==> src/rtl/alu_rr_arbiter.sv <==
`default_nettype none
// ============================================================================
//  Module   : alu_rr_arbiter
//  Purpose  : Shares a single ALU between N_REQ requesters. Requests are
//             granted round-robin. The granted operands are latched, a
//             one-cycle start is issued, and the block waits for the ALU
//             result (bounded by a watchdog). The result is returned only
//             to the granted requester.
//  Ports    : clk/rst              - clock, synchronous active-high reset
//             req_valid/op/a/b/signed - packed per-requester request bus
//             req_ready            - one-hot accept pulse
//             resp_valid           - one-hot response pulse
//             resp_data/error/timeout - response payload (held until next)
//             alu_start/op/a/b/rs*_signed - ALU command side (registered)
//             alu_busy/valid/error/result - ALU status/result side
//  Revision : 1.0 - initial release
// ============================================================================
module alu_rr_arbiter #(
    parameter int N_REQ   = 4,
    parameter int WIDTH   = 32,
    parameter int TIMEOUT = 64
) (
    input  logic                   clk,
    input  logic                   rst,
    input  logic [N_REQ-1:0]       req_valid,
    input  logic [5*N_REQ-1:0]     req_op,
    input  logic [WIDTH*N_REQ-1:0] req_a,
    input  logic [WIDTH*N_REQ-1:0] req_b,
    input  logic [2*N_REQ-1:0]     req_signed,
    output logic [N_REQ-1:0]       req_ready,
    output logic [N_REQ-1:0]       resp_valid,
    output logic [WIDTH-1:0]       resp_data,
    output logic                   resp_error,
    output logic                   resp_timeout,
    output logic                   alu_start,
    output logic [4:0]             alu_op,
    output logic [WIDTH-1:0]       alu_a,
    output logic [WIDTH-1:0]       alu_b,
    output logic                   alu_rs1_signed,
    output logic                   alu_rs2_signed,
    input  logic                   alu_busy,
    input  logic                   alu_valid,
    input  logic                   alu_error,
    input  logic [WIDTH-1:0]       alu_result
);

    localparam int c_IDW = (N_REQ > 1) ? $clog2(N_REQ) : 1;
    localparam int c_CW  = $clog2(TIMEOUT);
    localparam logic [c_CW-1:0]  c_CNT_LAST  = c_CW'(TIMEOUT - 1);
    localparam logic [c_IDW-1:0] c_LAST_INIT = c_IDW'(N_REQ - 1);
    localparam logic [N_REQ-1:0] c_ONE       = {{(N_REQ-1){1'b0}}, 1'b1};

    typedef enum logic [1:0] {
        S_IDLE  = 2'd0,
        S_ISSUE = 2'd1,
        S_WAIT  = 2'd2,
        S_RESP  = 2'd3
    } state_t;

    state_t             r_state;
    logic [c_IDW-1:0]   r_grant;
    logic [c_IDW-1:0]   r_last_grant;
    logic [c_CW-1:0]    r_cnt;

    logic               w_any;
    logic               w_found_hi;
    logic [c_IDW-1:0]   w_pick_hi;
    logic [c_IDW-1:0]   w_pick_lo;
    logic [c_IDW-1:0]   w_pick;
    logic [4:0]         w_op;
    logic [WIDTH-1:0]   w_a;
    logic [WIDTH-1:0]   w_b;
    logic [1:0]         w_sg;

    // Round-robin pick: the lowest pending index above last_grant wins;
    // if none exists, wrap and take the lowest pending index overall.
    // Scanning downward lets the lowest index overwrite higher ones.
    always_comb begin
        w_any      = |req_valid;
        w_found_hi = 1'b0;
        w_pick_hi  = '0;
        w_pick_lo  = '0;
        for (int i = N_REQ - 1; i >= 0; i--) begin
            if (req_valid[i]) begin
                if (i > int'(r_last_grant)) begin
                    w_found_hi = 1'b1;
                    w_pick_hi  = c_IDW'(i);
                end else begin
                    w_pick_lo  = c_IDW'(i);
                end
            end
        end
        w_pick = w_found_hi ? w_pick_hi : w_pick_lo;

        // Operand mux for the picked requester
        w_op = '0;
        w_a  = '0;
        w_b  = '0;
        w_sg = '0;
        for (int i = 0; i < N_REQ; i++) begin
            if (w_pick == c_IDW'(i)) begin
                w_op = req_op[5*i +: 5];
                w_a  = req_a[WIDTH*i +: WIDTH];
                w_b  = req_b[WIDTH*i +: WIDTH];
                w_sg = req_signed[2*i +: 2];
            end
        end
    end

    always_ff @(posedge clk) begin
        if (rst) begin
            r_state        <= S_IDLE;
            r_grant        <= '0;
            r_last_grant   <= c_LAST_INIT;
            r_cnt          <= '0;
            req_ready      <= '0;
            resp_valid     <= '0;
            resp_data      <= '0;
            resp_error     <= 1'b0;
            resp_timeout   <= 1'b0;
            alu_start      <= 1'b0;
            alu_op         <= '0;
            alu_a          <= '0;
            alu_b          <= '0;
            alu_rs1_signed <= 1'b0;
            alu_rs2_signed <= 1'b0;
        end else begin
            // Pulse outputs default low every cycle
            req_ready  <= '0;
            resp_valid <= '0;
            alu_start  <= 1'b0;

            case (r_state)
                S_IDLE: begin
                    if (w_any) begin
                        r_grant        <= w_pick;
                        alu_op         <= w_op;
                        alu_a          <= w_a;
                        alu_b          <= w_b;
                        alu_rs1_signed <= w_sg[0];
                        alu_rs2_signed <= w_sg[1];
                        req_ready      <= c_ONE << w_pick;
                        r_state        <= S_ISSUE;
                    end
                end
                S_ISSUE: begin
                    // Busy stall is not charged against the watchdog
                    if (!alu_busy) begin
                        alu_start <= 1'b1;
                        r_cnt     <= '0;
                        r_state   <= S_WAIT;
                    end
                end
                S_WAIT: begin
                    // A valid in the final watchdog cycle still wins
                    if (alu_valid) begin
                        resp_data    <= alu_result;
                        resp_error   <= alu_error;
                        resp_timeout <= 1'b0;
                        resp_valid   <= c_ONE << r_grant;
                        r_state      <= S_RESP;
                    end else if (r_cnt == c_CNT_LAST) begin
                        resp_data    <= '0;
                        resp_error   <= 1'b1;
                        resp_timeout <= 1'b1;
                        resp_valid   <= c_ONE << r_grant;
                        r_state      <= S_RESP;
                    end else begin
                        r_cnt <= r_cnt + c_CW'(1);
                    end
                end
                S_RESP: begin
                    // resp_valid is visible during this state
                    r_last_grant <= r_grant;
                    r_cnt        <= '0;
                    r_state      <= S_IDLE;
                end
                default: r_state <= S_IDLE;
            endcase
        end
    end

endmodule
`default_nettype wire
==> config.mk <==
export PLATFORM = sky130hd
export DESIGN_NAME = alu_rr_arbiter
export DESIGN_NICKNAME = d
export VERILOG_FILES = /design/src/rtl/alu_rr_arbiter.sv
export SDC_FILE = /design/constraint.sdc
export NUM_CORES = 1
export LEC_CHECK = 0
export ABC_AREA = 1
export CORE_MARGIN = 2
export CORE_UTILIZATION = 25
export DETAILED_ROUTE_END_ITERATION = 7
export SETUP_SLACK_MARGIN = 0.2
export SLEW_MARGIN = 20
export SYNTH_ARGS = -nofsm -noshare
export SYNTH_HDL_FRONTEND = slang
export SYNTH_SLANG_ARGS = --single-unit
export TNS_END_PERCENT = 20
==> constraint.sdc <==
create_clock -name clk -period 1.9 [get_ports clk]
set_input_delay 0.38 -clock clk [delete_from_list [all_inputs] [get_ports clk]]
set_output_delay 0.38 -clock clk [all_outputs]
set_load 0.05 [all_outputs]
==> run summary <==
POWER
-------------------------------------------------------------------------------------------
Leakage power summed over all cells ..........................................   0.00599 uW
Power density over the cells .................................................  1350 nW/um2
Sequential power share .......................................................        0.209
Worst IR drop on VDD .........................................................     0.576 mV
Net switching power of the design ............................................      8500 uW
Share of power burned in combinational logic .................................        0.595
Internal Pwr Total ...........................................................      9760 uW
Clock Power Share ............................................................        0.196
Switching part of the total ..................................................        0.465

GRT
-------------------------------------------------------------------------------------------
Initial antenna violation count ..............................................            1
First-pass GRT wire length ...................................................    49,700 um
Total routing usage reported by global routing ...............................        0.208
Maximum number of pins on one net before global-route repair .................           52
Via count of the first global-routing pass ...................................        8,730
Residual overflow from global routing ........................................            0

CRITICAL PATH
-------------------------------------------------------------------------------------------
Cell depth of the worst flop-to-flop path ....................................           13
Category of the most critical setup path ..................................... flop to flop
Worst Path Buf+Inv ...........................................................            5
CP Capture Type ..............................................................         flop
Crit path largest cell delay .................................................      0.38 ns
Critical path startpoint category ............................................         flop
FF-to-FF End ................................................................. alu_b[18]$_SDFFE_PP0P_
Worst r2r src ................................................................ r_last_grant[1]$_SDFFE_PP1N_
Ordered cell list for the critical path ...................................... inv_4 > nand2_4 > inv_2 > nor2_4 > nor2_4 > nand2_8 > buf_6 > buf_12 > clkbuf_16 > o21bai_1 > nand3_1 > nand2_1 > a21oi_1
Highest net fanout along the worst path ......................................            6
Critical path's most frequent cell ........................................... sky130_fd_sc_hd__nor2_4
Cell type of the slowest stage on the worst timing path ...................... sky130_fd_sc_hd__dfxtp_4
Worst EP required ............................................................      2.19 ns
Arrival time worst endpoint ..................................................      2.14 ns
Family with the most delay on the worst path ................................. simple AND/OR/NAND/NOR gates
Count of cell instances traversed by the critical path .......................           13
Reg2Reg Setup Slack ..........................................................      0.04 ns

DRT
-------------------------------------------------------------------------------------------
Via total after detailed routing .............................................        9,364
Post-detailed-routing wire length ............................................    35,600 um
Via-per-instance ratio .......................................................         4.76
DRC violations left ..........................................................            0
Residual antenna-violating net count after detailed routing ..................            0
Detailed-router iteration count before antenna repair ........................            5
Number of design-rule violations left by the first detailed-router iteration .          521
Avg WL per Cell ..............................................................      18.1 um

YOSYS
-------------------------------------------------------------------------------------------
Number of enable-type register cells in the synthesized netlist ..............            0
Post-Synthesis Net Count .....................................................        1,451
Syn Inst Count ...............................................................        1,120
Sequential area share after synthesis ........................................        0.343
Top FF cell, synth ........................................................... sky130_fd_sc_hd__dfxtp_1
#FFs+latches synth ...........................................................          126
Yosys cell types .............................................................           28
Synth async-reset ratio ......................................................            0
Synthesis Warnings ...........................................................            0
Average cell area after synthesis ............................................     6.56 um2
Cell area after synthesis ....................................................     7350 um2

CTS
-------------------------------------------------------------------------------------------
Longest Clk Path Bufs ........................................................            2
H-tree levels ................................................................            4
Total clock buffers created by CTS ...........................................           17
CTS Root Cell ................................................................ sky130_fd_sc_hd__clkbuf_16
Number of clock sinks ........................................................          126
Insertion delay of the later-clocked pin in the worst-skew pair ..............      0.43 ns
Clock transition at the registers of the reported paths ......................      0.07 ns
TritonCTS clock tree .........................................................         done

CELLS AND AREA
-------------------------------------------------------------------------------------------
Number of diodes added for antenna fixing ....................................            0
Commonest non-fill, non-tap cell in the layout ............................... sky130_fd_sc_hd__clkdlybuf4s50_1
Top library cells by usage in the layout, fill and taps aside ................ 320 x sky130_fd_sc_hd__clkdlybuf4s50_1, 316 x sky130_fd_sc_hd__nand2_1, 140 x sky130_fd_sc_hd__nand3_1
Nets@finish ..................................................................        1,902
Final instance count without filler cells ....................................        1,968
Fraction of layout instances using a drive strength above 1 ..................        0.148
Synthesis-to-finish area growth ..............................................        83.8%

STA
-------------------------------------------------------------------------------------------
Number of slew-limit violations in the final report ..........................            0
Clock period minus final worst setup slack ...................................      1.86 ns
Number of setup violations in the final report ...............................            0
Final number of hold-violating endpoints .....................................            0
Period utilisation layout ....................................................        0.978
Worst clock skew on the final layout .........................................    0.0154 ns
Max-Slew Margin vs Limit .....................................................        0.620
Worst slack on hold paths ....................................................     0.339 ns
Unrepaired setup endpoints after global routing ..............................          yes
Highest clock rate ...........................................................      538 MHz
Worst slew pin tran ..........................................................     0.570 ns

OUTCOME
-------------------------------------------------------------------------------------------
Run status ................................................................... complete, no violations

PLACEMENT
-------------------------------------------------------------------------------------------
Cell Count Post-Placement ....................................................        1,908
Placer's final routability congestion estimate ...............................        0.886
Detail Placement HPWL ........................................................    25,200 um
Number of buffer cells added on primary ports ................................          438

FLOORPLAN
-------------------------------------------------------------------------------------------
Initial standard-cell utilization of the core ................................        0.255
Die width ....................................................................       175 um
Die Y-Extent .................................................................       175 um
Area of the die ..............................................................   30,800 um2
Floorplan core area ..........................................................   28,800 um2
Ports placed on the boundary .................................................          439
Standard-cell row count ......................................................           62

MIN PATH
-------------------------------------------------------------------------------------------
Class of the most critical hold timing path .................................. primary input to flop
Hold Path End ................................................................ req_ready[1]$_SDFF_PP0_
WHS Path Cells ...............................................................            4
Hold path start ..............................................................          rst

JOB
-------------------------------------------------------------------------------------------
Max cap viols ................................................................            0

[worst max path at each step]
stage                                       from                     end  slack, ns
finish              r_last_grant[1]$_SDFFE_PP1N_  alu_b[18]$_SDFFE_PP0P_       0.04
global route        r_last_grant[1]$_SDFFE_PP1N_  alu_b[18]$_SDFFE_PP0P_      -0.03
CTS                 r_last_grant[1]$_SDFFE_PP1N_  alu_a[24]$_SDFFE_PP0P_       0.04
detailed placement                  req_valid[3]  alu_a[24]$_SDFFE_PP0P_      -0.49
global placement                    req_valid[1]  alu_a[29]$_SDFFE_PP0P_      -0.43
floorplan           r_last_grant[1]$_SDFFE_PP1N_   alu_a[0]$_SDFFE_PP0P_       0.24
[worst reg2reg max path, stage by stage, from the launching register on]
cell,delay [ns]
sky130_fd_sc_hd__dfxtp_4,0.38
sky130_fd_sc_hd__inv_4,0.07
sky130_fd_sc_hd__nand2_4,0.05
sky130_fd_sc_hd__inv_2,0.07
sky130_fd_sc_hd__nor2_4,0.04
sky130_fd_sc_hd__nor2_4,0.17
sky130_fd_sc_hd__nand2_8,0.11
sky130_fd_sc_hd__buf_6,0.14
sky130_fd_sc_hd__buf_12,0.12
sky130_fd_sc_hd__clkbuf_16,0.15
sky130_fd_sc_hd__o21bai_1,0.17
sky130_fd_sc_hd__nand3_1,0.12
sky130_fd_sc_hd__nand2_1,0.08
sky130_fd_sc_hd__a21oi_1,0.05
[state kept, by name, indices dropped and copies added (netlist names)]
register        cells
r_state             2
resp_timeout        1
resp_valid          4
resp_error          1
alu_rs1_signed      1
alu_start           1
alu_a              32
r_last_grant        2
resp_data          32
r_cnt               6
alu_op              5
alu_rs2_signed      1
alu_b              32
req_ready           4
r_grant             2
[metrics by stage]
step	instance area (um2)	setup slack, ns	setup TNS (ns)	utilization	power, uW
5_1_grt	13500	-0.0268	-0.0451	0.469	19400
3_3_place_gp	12200	-0.434	-23.42	0.426	13800
4_1_cts	12900	0.0428	0	0.448	17500
3_5_place_dp	12200	-0.493	-26.80	0.426	13900
2_1_floorplan	7350	0.236	0	-	10100
6_report	13500	0.0418	0	0.469	18300
[synthesized netlist by cell type, drive strengths merged, types with 2 or more instances]
| library cell | instances | area, um2 |
|---|---|---|
| a211oi | 3 | 22.5 |
| a21oi | 92 | 460 |
| buf | 48 | 302 |
| clkbuf | 42 | 158 |
| dfxtp | 126 | 2520 |
| ha | 6 | 75.1 |
| inv | 78 | 293 |
| nand2 | 326 | 1230 |
| nand3 | 145 | 726 |
| nand3b | 52 | 390 |
| nand4 | 53 | 332 |
| nor2 | 56 | 228 |
| nor3 | 10 | 50.1 |
| nor4 | 2 | 12.5 |
| o21ai | 24 | 120 |
| o21bai | 52 | 390 |
[power groups by stage]
stage / Clock (uW) / Sequential (uW) / Combinational (uW)
floorplan: 0 / 6030 / 4060
global placement: 0 / 3830 / 10000
detailed placement: 0 / 3840 / 10000
CTS: 3660 / 3800 / 10000
global route: 3780 / 3890 / 11700
finish: 3590 / 3810 / 10900
[per-layer routing]
metal	GRT usage	part of all wire	vias up
met5	0	0	-
met4	0.0716	0.026	0
met3	0.0513	0.064	49
met2	0.357	0.49	345
met1	0.254	0.42	4331
li1	-	-	4639
[cell type report]
type	count	area [um2]
fillers	2863	15300
clock buffers	19	453
inverters	78	299
flip-flops and latches	126	2530
well taps	384	480
multi-input cells	826	4210
repair buffers	522	5360
clock inverters	13	179
[cells by family (layout without fill, tap and decap cells)]
family / after synthesis / in the layout / share of synthesized area
adders and majority gates: 6 / 6 / 0.0102
buffers and inverters: 168 / 632 / 0.102
and+or+nand+nor: 645 / 645 / 0.405
AOI/OAI and AO/OA: 174 / 174 / 0.138
DFF: 126 / 126 / 0.343
xor gates and xnor gates: 1 / 1 / 0.00119
[timing repair]
action | CTS | global route
pin swaps | 8 | 13
hold buffers | 0 | 0
setup buffers | 0 | 13
endpoints found under the setup margin | 117 | 136
gates resized for setup | 55 | 30
cloned | 0 | 15
Power figures use the tool's default switching activity.
==> variant 1, RTL diff (same flow settings) <==
Make the reset (`rst`) asynchronous in one clocked block. Comments in the files are not updated.
--- a/src/rtl/alu_rr_arbiter.sv
+++ b/src/rtl/alu_rr_arbiter.sv
@@ -108,5 +108,5 @@
     end
 
-    always_ff @(posedge clk) begin
+    always_ff @(posedge clk or posedge rst) begin
         if (rst) begin
             r_state        <= S_IDLE;
Function: differs if rst is asserted again (counterexample within 4 cycles, from zero or initial values and one cycle with rst high); with rst held inactive, the same outputs for 4 cycles.
==> variant 1 against the unedited design <==
Area after synthesis is 2.4% lower. Power is 22% higher. Critical path type unchanged. Sequential cell count stayed put. Cell area is 0.44% lower. Largest power group unchanged. Largest cell class unchanged. Clock power is 7.2% lower. Routed wire length is 7.4% lower. Setup slack worse by 0.030 ns. Critical endpoint is now alu_a[14]$_DFFE_PP0P_.
==> variant 1: results <==
export IMPL_synthTopCellsByCount="nand2_1, nor2_1, nand3_1, dfrtp_1, o21ai_0"
export IMPL_placed_area_sq_mm=0.0122
export IMPL_slew_headroom_pct=66.1
export IMPL_worstReg2RegEnd="alu_a[14]$_DFFE_PP0P_"
export IMPL_synth_distinct_cells=34
export IMPL_dp_hpwl_mm=23.8
export IMPL_drive_above_1_share_pct=19.7
export IMPL_hold_class="in -> async"
export IMPL_intPower_mw=11.1
export IMPL_use_met3_pct=4.98
export IMPL_viasPerCell=4.69
export IMPL_post_drt_wl_per_cell_microns=17.9
export IMPL_drt_iter0_drc=309
export IMPL_fillCellCount=2741
export IMPL_fin_nets=1777
export IMPL_yosysSeqAreaShare_pct=44.0
export IMPL_ys_top_cells_by_area="dfrtp_1, nand2_1, nand3_1"
export IMPL_grt_use_met1_pct=25.4
export IMPL_postCtsResizedCells=115
export IMPL_wl_met2_mm=15.7
export IMPL_vdd_drop_max_uv=666
export IMPL_top_regs="alu_a: 32 flops, alu_b: 32 flops, resp_data: 32 flops"
export IMPL_numPortBuffers=438
export IMPL_ys_warn_count=0
export IMPL_gp_congestion=0.893
export IMPL_postCtsSetupBuffers=8
export IMPL_total_leakage_power_nw=6.19
export IMPL_cpMaxStageDelayCell="dfstp_2"
export IMPL_vias=8616
export IMPL_routedLengthMet1_mm=14.0
export IMPL_fin_worst_hold_slack_ns=0.303
export IMPL_finalClockSkew_ns=0.0125
export IMPL_ys_flop_type="dfrtp_1"
export IMPL_status="complete, no violations"
export IMPL_max_stage_delay_ns=0.57
export IMPL_syn_avg_cell_area_sq_um=7.30
export IMPL_cpLargestDelayFamily="simple AND/OR/NAND/NOR gates"
export IMPL_power_mw=22.2
export IMPL_cp_max_fo=22
export IMPL_powerSeq_mw=4.63
export IMPL_grt_pass1_vias=8547
export IMPL_grt_max_degree=68
export IMPL_p_comb_mw=14.2
export IMPL_clockRootBuffer="clkbuf_16"
export IMPL_place_ws_ns=-0.368
export IMPL_clockBufferDepth=2
export IMPL_grt_use_total_pct=20.6
export IMPL_layout_setup_ws_ns=0.0117
export IMPL_worstRegToRegCells=12
export IMPL_grt_pass1_wl_mm=48.4
export IMPL_async_flop_share_pct=100
export IMPL_timing_rr_start="r_last_grant[1]$_DFFE_PP1N_"
export IMPL_wl_met3_mm=2.14
export IMPL_synth_nets=1312
export IMPL_antenna_found_initial=1
export IMPL_use_met2_pct=34.8
==> variant 1: cell types whose count changed after synthesis, sizes merged, moves of 52 or more <==
cell,change
nor2,+98
dfxtp,-126
o21bai,-52
nand2,-55
dfrtp,+124
a21oi,-86
==> variant 1: kinds of logic after synthesis <==
| family | synth area share (%) |
|---|---|
| AOI/OAI and AO/OA | 10.2 |
| xor gates and xnor gates | 0.367 |
| adders and majority gates | 0.873 |
| buffers and inverters | 7.45 |
| DFF | 44.0 |
| and+or+nand+nor | 37.1 |
==> variant 1: area by class of cell <==
class | instances | area (sq um) | area share [%]
multi-input cells | 739 | 3830 | 28.5
well taps | 378 | 473 | 3.52
clock inverters | 12 | 134 | 0.996
flip-flops and latches | 126 | 3160 | 23.5
diodes | 1 | 2.50 | 0.0186
repair buffers | 512 | 5190 | 38.6
clock buffers | 20 | 457 | 3.40
inverters | 51 | 205 | 1.53
==> variant 2, RTL diff (same settings) <==
Without the edit above. Set the parameter `WIDTH` to 16 (it was 32).
--- a/src/rtl/alu_rr_arbiter.sv
+++ b/src/rtl/alu_rr_arbiter.sv
@@ -18,5 +18,5 @@
 module alu_rr_arbiter #(
     parameter int N_REQ   = 4,
-    parameter int WIDTH   = 32,
+    parameter int WIDTH   = 16,
     parameter int TIMEOUT = 64
 ) (
Ports: changed (6 resized); port bits go from 439 to 247. The function was not compared with the original's and may differ.
==> variant 2 against the unedited design <==
Routed wire length is 55% lower. Area after synthesis is 43% lower. Worst hold slack better by 0.049 ns. Cell area is 41% lower. Power is 42% lower. Setup slack better by 0.15 ns. Sequential cell count is 48 lower. Final cell count is 43% lower. Global-route usage is 4.2 points lower. Largest cell class unchanged. Highest routed layer unchanged.
==> variant 2: results <==
export IMPL_timing_rr_start="r_last_grant[0]$_SDFFE_PP1N_"
export IMPL_gp_congestion=0.822
export IMPL_tightest_slew_ns=0.548
export IMPL_ys_top_cells_by_area="dfxtp_1, nand2_1, o21ai_0"
export IMPL_worstPathArrival_ns=1.94
export IMPL_intPower_mw=5.60
export IMPL_grt_pass1_vias=4638
export IMPL_drive_above_1_share_pct=25.6
export IMPL_vdd_drop_max_uv=613
export IMPL_worstRegToRegCells=11
export IMPL_synthAdderAreaFrac_pct=1.79
export IMPL_synth_xor_area_share_pct=0.419
export IMPL_grt_max_degree=40
export IMPL_first_pass_iters=4
export IMPL_dp_hpwl_mm=11.4
export IMPL_grt_pass1_wl_mm=23.4
export IMPL_synth_nets=815
export IMPL_grt_use_total_pct=16.7
export IMPL_post_drt_wl_per_cell_microns=14.4
export IMPL_synthTopCellsByCount="nand2_1, dfxtp_1, o21ai_0, nor2_1, inv_1"
export IMPL_place_ws_ns=-0.321
export IMPL_synth_compound_area_share_pct=13.8
export IMPL_fin_cells=1122
export IMPL_finalClockSkew_ns=0.00734
export IMPL_postCtsResizedCells=18
export IMPL_r2r_setup_slack_ns=0.19
export IMPL_status="complete, no violations"
export IMPL_wl_met3_mm=1.11
export IMPL_worstReg2RegEnd="alu_a[8]$_SDFFE_PP0P_"
export IMPL_drt_iter0_drc=186
export IMPL_crit_start="r_last_grant[0]$_SDFFE_PP1N_"
export IMPL_htreeDepth=3
export IMPL_total_leakage_power_nw=3.87
export IMPL_numPortBuffers=246
export IMPL_min_period_over_period_pct=89.8
export IMPL_top_regs="alu_a: 16 flops, alu_b: 16 flops, resp_data: 16 flops"
export IMPL_vias=5019
export IMPL_cp_max_fo=9
export IMPL_cts_buffers=9
export IMPL_yosysSeqAreaShare_pct=37.3
export IMPL_wl_met2_mm=8.05
export IMPL_routedLengthMet1_mm=6.60
export IMPL_syn_avg_cell_area_sq_um=6.66
## variant 2: changes by cell type after synthesis, sizes merged, moves of 33 or more
cell / before / now
nand4: 53 / 19
nand3: 145 / 43
o21bai: 52 / 0
o21ai: 24 / 57
dfxtp: 126 / 78
nand2: 326 / 225
a21oi: 92 / 42
nand3b: 52 / 0
## variant 2: final cells by class
type	instances	area, sq um
antenna	1	2.50
clock buffer	9	225
timing repair inverter	1	7.51
multi-input combinational	466	2680
fill	1663	8450
sequential	78	1570
clock inverter	7	80.1
tap	220	275
timing repair buffer	292	2980
inverter	48	195
## variant 2: how the worst min path moves through the flow
stage / startpoint / to / slack (ns) / cells after the start
floorplan: r_grant[0]$_SDFFE_PP0P_ / resp_valid[2]$_SDFF_PP0_ / 0.45 / 1
global placement: resp_data[0]$_SDFFE_PP0P_ / resp_data[0]$_SDFFE_PP0P_ / 0.45 / 2
detailed placement: resp_data[9]$_SDFFE_PP0P_ / resp_data[9]$_SDFFE_PP0P_ / 0.45 / 2
CTS: rst / alu_b[15]$_SDFFE_PP0P_ / 0.38 / 2
global route: rst / alu_b[15]$_SDFFE_PP0P_ / 0.40 / 2
finish: rst / alu_b[15]$_SDFFE_PP0P_ / 0.39 / 2
## variant 2: metal layers
layer | vias to the layer above | track usage (%)
met1 | 2242 | 19.9
met3 | 32 | 5.71
met2 | 169 | 27.5
li1 | 2576 | -
met5 | - | 0
met4 | 0 | 6.62
## variant 2: power groups by stage
stage	combinational (mW)	sequential [mW]	clock, mW
4_1_cts	5.58	2.36	1.86
5_1_grt	6.93	2.44	1.94
2_1_floorplan	2.23	3.80	0
3_3_place_gp	5.64	2.39	0
6_report	6.41	2.38	1.82
3_5_place_dp	5.65	2.39	0
